[src/rtl/dm_uncache_unit.sv]
// Uncached data-side access engine: turns one uncached load/store into a
// single-beat read or write on the shared cache/bus request interface.
module dm_uncache_unit (
  input  logic        clk,
  input  logic        rst,
  input  logic        valid,
  input  logic        op,
  input  logic [1:0]  size,
  input  logic [31:0] addr,
  input  logic [3:0]  wstrb,
  input  logic [31:0] wdata,
  output logic        data_ok,
  output logic [31:0] rdata,
  output logic        rd_req,
  output logic [2:0]  rd_type,
  output logic [31:0] rd_addr,
  input  logic        rd_rdy,
  input  logic        ret_valid,
  input  logic        ret_last,
  input  logic [31:0] ret_data,
  output logic        wr_req,
  output logic [2:0]  wr_type,
  output logic [31:0] wr_addr,
  output logic [3:0]  wr_wstrb,
  output logic [31:0] wr_data,
  input  logic        wr_rdy
);

  typedef enum logic [2:0] {
    S_IDLE    = 3'd0,
    S_RD_REQ  = 3'd1,
    S_RD_WAIT = 3'd2,
    S_WR_REQ  = 3'd3,
    S_DONE    = 3'd4
  } state_t;

  state_t      state_q, state_d;
  logic [1:0]  req_size;
  logic [31:0] req_addr;
  logic [3:0]  req_wstrb;
  logic [31:0] req_wdata;
  logic [31:0] rdata_q;

  logic accept;
  assign accept = (state_q == S_IDLE) && valid;

  always_ff @(posedge clk or posedge rst) begin
    if (rst) state_q <= S_IDLE;
    else     state_q <= state_d;
  end

  always_comb begin
    state_d = state_q;
    unique case (state_q)
      S_IDLE:    if (valid) state_d = op ? S_WR_REQ : S_RD_REQ;
      S_RD_REQ:  if (rd_rdy) state_d = S_RD_WAIT;
      S_RD_WAIT: if (ret_valid && ret_last) state_d = S_DONE;
      S_WR_REQ:  if (wr_rdy) state_d = S_DONE;
      S_DONE:    state_d = S_IDLE;
      default:   state_d = S_IDLE;
    endcase
  end

  // Request fields are frozen at accept so bus outputs hold until handshake.
  always_ff @(posedge clk or posedge rst) begin
    if (rst) begin
      req_size  <= 2'b00;
      req_addr  <= 32'h0;
      req_wstrb <= 4'h0;
      req_wdata <= 32'h0;
    end else if (accept) begin
      req_size  <= size;
      req_addr  <= addr;
      req_wstrb <= wstrb;
      req_wdata <= wdata;
    end
  end

  // Only beats seen while waiting for a read return may touch rdata.
  always_ff @(posedge clk or posedge rst) begin
    if (rst)                                  rdata_q <= 32'h0;
    else if (state_q == S_RD_WAIT && ret_valid) rdata_q <= ret_data;
  end

  assign data_ok  = (state_q == S_DONE);
  assign rdata    = rdata_q;
  assign rd_req   = (state_q == S_RD_REQ);
  assign rd_type  = {1'b0, req_size};
  assign rd_addr  = req_addr;
  assign wr_req   = (state_q == S_WR_REQ);
  assign wr_type  = {1'b0, req_size};
  assign wr_addr  = req_addr;
  assign wr_wstrb = req_wstrb;
  assign wr_data  = req_wdata;

endmodule
[config.mk]
export PLATFORM = sky130hd
export DESIGN_NAME = dm_uncache_unit
export DESIGN_NICKNAME = d
export VERILOG_FILES = /design/src/rtl/dm_uncache_unit.sv
export SDC_FILE = /design/constraint.sdc
export NUM_CORES = 1
export LEC_CHECK = 0
export CAP_MARGIN = 20
export CORE_ASPECT_RATIO = 1.75
export CORE_UTILIZATION = 35
export DETAILED_ROUTE_END_ITERATION = 12
export MAX_ROUTING_LAYER = met4
export PLACE_DENSITY_LB_ADDON = 0.3
export SYNTH_ARGS = -nofsm -noshare
export SYNTH_HDL_FRONTEND = slang
export SYNTH_SLANG_ARGS = --single-unit
[constraint.sdc]
create_clock -name clk -period 3.02 [get_ports clk]
set_input_delay 0.453 -clock clk [delete_from_list [all_inputs] [get_ports clk]]
set_output_delay 0.453 -clock clk [all_outputs]
set_load 0.01 [all_outputs]
Word level (Yosys, flattened, before mapping)

Index checks and enable logic that the tools add are counted.
Widths: inputs -> output; s select.

Register bits after elaboration: 105
Bits in latches: 0
Bits in writable memories: 0
Memory bits (read-only): 0
Input port bits: 110
Output and inout port bits: 141
Logic and storage cells: 25
Memories: 0

Add/subtract/negate cells: 0
Multipliers: 0
Divide/modulo/power cells: 0
Order comparisons: 0
Equality and inequality tests: 8
Shift operators: 0
Muxes and demuxes: 6
Bitwise gates (word level): 0
Reduce and logical (&&, ||, !) cells: 5

Operators by type and width:

| operator           | number |
|---|---|
| $mux 3             | 4 |
| $pmux 3 s4         | 1 |
| $eq 3x2->1 const B | 2 |
| $ne 2x1->1 const B | 2 |
| $ne 2x2->1 const B | 2 |
| $reduce_and 4->1   | 1 |
| $eq 3x1->1 const B | 1 |
| $eq 3x3->1 const B | 1 |
| $logic_and 1x1->1  | 3 |
| $logic_not 3->1    | 1 |
| $mux 2             | 1 |

Logic depth before layout (Yosys ltp)

Depth in word-level cells: 3
Mapped depth: 5

Least setup slack after synthesis

No wires, ideal clock.

Kind: reg2reg
Start point: register state_q[0]
End point: register rdata_q[0], in the netlist rdata[0]
Data arrival time: 1432 ps
Data required time: 2895 ps
Path slack: 1463 ps
Cell stages (with the launch flop): 5
Clock period less this slack: 1557 ps
Path through: dfrtp_1 > buf_2 > nor4b_4 > buf_6 > mux2_4

Longest elaborated chain between the ends: 2

RTL lines:

| item                   | RTL line | RTL |
|---|---|---|
| start, declared        | 37       | `state_t state_q, state_d;` |
| start signal, assigned | 49       | `else state_q <= state_d;` |
| $eq 3x2->1             | 82       | `else if (state_q == S_RD_WAIT && ret_valid) rdata_q <= ret_data;` |
| $logic_and 1x1->1      | 82       |  |
| end signal, assigned   | 82       |  |
| end, declared          | 42       | `logic [31:0] rdata_q;` |

No other way between the ends.
A chain may end at the register's enable or synchronous reset.

Worst setup path in the final report

Start point: register state_q[1]
End point: output port wr_req

Longest elaborated chain between the ends: 1

RTL lines:

| item          | RTL line | RTL |
|---|---|---|
| $eq 3x2->1    | 90       | `assign wr_req = (state_q == S_WR_REQ);` |
| end, declared | 21       | `output logic wr_req,` |

No other way between the ends.

==> qor.yml <==
htree_levels: 3
synth_top_family_by_area: "multiplexers"
cp.arrival_ps: 1730
tightest_slew_ps: 853
synth_mux_area_share_pct: 28.7
whs_endpoint: "wr_data[28]$_DFFE_PP0P_"
min_path_type: "flip-flop to flip-flop"
endpoint_kind: "output port"
cts_hold_buffers: 0
min_path_cells: 1
vias: 2939
ys_types: 20
antenna_found_initial: 0
ant_nets: 0
cp.required_ps: 2570
drive_gt1_share_pct: 24.8
fp.coreArea_sq_um: 12100
die_area_sq_um: 13000
grt_pass1_vias: 3187
ys_warn_count: 0
synth_area_per_cell_sq_um: 15.9
final_cell_area_sq_um: 7180
clkLatencyLatePin_ps: 340
synth_cells: 276
min_period_ps: 2180
period_share_pct: 72.2
r2r_cells: 4
synth_adder_area_share_pct: 0
vias_per_cell: 4.42
drc_errors: 0
post_dp_cell_area_sq_um: 6860
nets: 606
final_cells: 665
slew-limit-headroom_pct: 43.0
wirelength_microns: 10500
placedCellCount: 650
ys_seq_elements: 105
grt_pass1_wl_microns: 16100
grtUsageTotal_pct: 17.0
std_cell_rows: 53
die_height_microns: 150
drt-initial-drc-count: 35
gp_congestion: 0.701
n_fill_cell: 1020
clock.fmax_mhz: 459
place_hpwl_microns: 8260
power.total_w: 0.00785
final.setup.tns_ps: 0
ys_seq_area_share_pct: 59.8
cp-startpoint: "state_q[1]$_DFFE_PP0P_"
wl_per_cell_microns: 15.8
leakagePower_nw: 2.97
initial_core_util_pct: 36.2
ioPinCount: 251
io_buffers: 248
r2r_slack_ps: 1040
crit_type: "flip-flop to output port"
syn_area_sq_um: 4400
grt_start_max_net_pins: 53
ir_drop_v: 0.000534
clock_skew_ps: 10.0
slew_viol_final: 0
hold_violations: 0
synth-simple-area-share_pct: 2.22
cp-start-kind: "flip-flop"
cts_sinks: 105
cts-resized-gates: 0
synth_compound_area_share_pct: 0.797
min-delay-start: "wr_data[28]$_DFFE_PP0P_"
finalSetupViolations: 0
tritoncts: "yes"
powerDensity_nw_per_um2: 1090
die_w_microns: 86.7
antenna_cells: 0
clk_pin_slew_worst_paths_ps: 70
reg2reg_from: "state_q[0]$_DFFE_PP0P_"
post_cts_buffers: 0
worst-path-max-fanout: 7
overflow: 0
cts_buffer_depth: 2
cts_buffers: 9
yosys.area_share.xor_xnor_pct: 0
cts-root-buf: "clkbuf_16"
status: "finished, final reports clean"
firstDrtPassIters: 4
area_growth_pct: 63.5
max-cap-violations: 0
rr_endpoint: "wr_data[2]$_DFFE_PP0P_"
rsz0062_at_grt: "false"
stage by stage:
step | util [%] | setup WS [ps] | hold WS (ps)
floorplan | - | 1310 | 529
global placement | 56.5 | 723 | 472
detailed placement | 56.5 | 706 | 474
CTS | 59.2 | 791 | 490
global route | 59.2 | 758 | 510
finish | 59.2 | 840 | 484
critical path: stages, from the launching register on:
cell	delay, ps
dfrtp_1	530
inv_4	80
nor3b_1	210
clkdlybuf4s50_1	580
layer usage:
layer	vias up	global-route usage, %	share of wire (%)
met4	0	7.83	3.4
met2	146	30.9	57
met5	-	-	0
li1	1346	-	-
met1	1425	17.3	34
met3	22	3.29	5.2
area by class of cell:
cell class                      count  area, sq um  area share [%]
Clock buffer                       11          253            3.52
Sequential cell                   105         2630            36.6
Timing Repair Buffer              257         2600            36.2
Clock inverter                      4         76.3            1.06
Inverter                            2         13.8           0.192
Multi-Input combinational cell    121         1410            19.6
Tap cell                          165          206            2.87
how the worst max path moves through the flow:
| stage | endpoint | slack, ps | depth (start not counted) |
|---|---|---|---|
| after floorplan | rd_addr[0]$_DFFE_PP0P_ | 1310 | 1 |
| after global placement | wr_data[0]$_DFFE_PP0P_ | 720 | 5 |
| after detailed placement | wr_data[0]$_DFFE_PP0P_ | 710 | 5 |
| after CTS | wr_req | 790 | 3 |
| after global routing | wr_req | 760 | 3 |
| final | wr_req | 840 | 3 |
cells in the mapped netlist, drive strengths merged:
library cell	number	area share (%)
mux2	102	29
nor4b	1	0.54
nand3b	2	0.34
nor3	2	0.34
dfrtp	105	60
o21a	1	0.17
a21o	1	0.17
nand2b	2	0.28
conb	1	0.085
buf	49	8.2
and3b	1	0.20
a21oi	4	0.46
nor3b	3	0.51
inv	2	0.23
cells by family after synthesis:
family,Yosys count
flops,105
mux,102
compound gates,6
simple gates,11
buf+inv,51
other cells,1
cell usage in the layout (no fill, tap or decap):
cell type / n
clkdlybuf4s50_1: 248
dfrtp_1: 105
mux2_2: 66
mux2_4: 30
clkbuf_16: 9
mux2_1: 6
buf_4: 5
a21oi_1: 4
buf_12: 4
nor3b_1: 3
nand2b_1: 2
clkinvlp_4: 2
nand3b_1: 2
conb_1: 2
clkbuf_8: 2
bufinv_16: 2
nor3_4: 1
inv_4: 1
a21o_1: 1
nor4b_4: 1
and3b_1: 1
nor3_1: 1
o21a_1: 1
clkinv_4: 1
power by group:
part	switching (W)	internal (W)	total (W)
Combinational	0.00134	0.00263	0.00397
Clock	0.000481	0.000768	0.00125
Sequential	0.000493	0.00214	0.00263
state kept, by name, indices dropped and copies added, names as in the netlist:
| name | count |
|---|---|
| rd_addr | 32 |
| rdata | 32 |
| wr_data | 32 |
| wr_wstrb | 4 |
| state_q | 3 |
| req_size | 2 |
(Power assumes the default switching activity.)
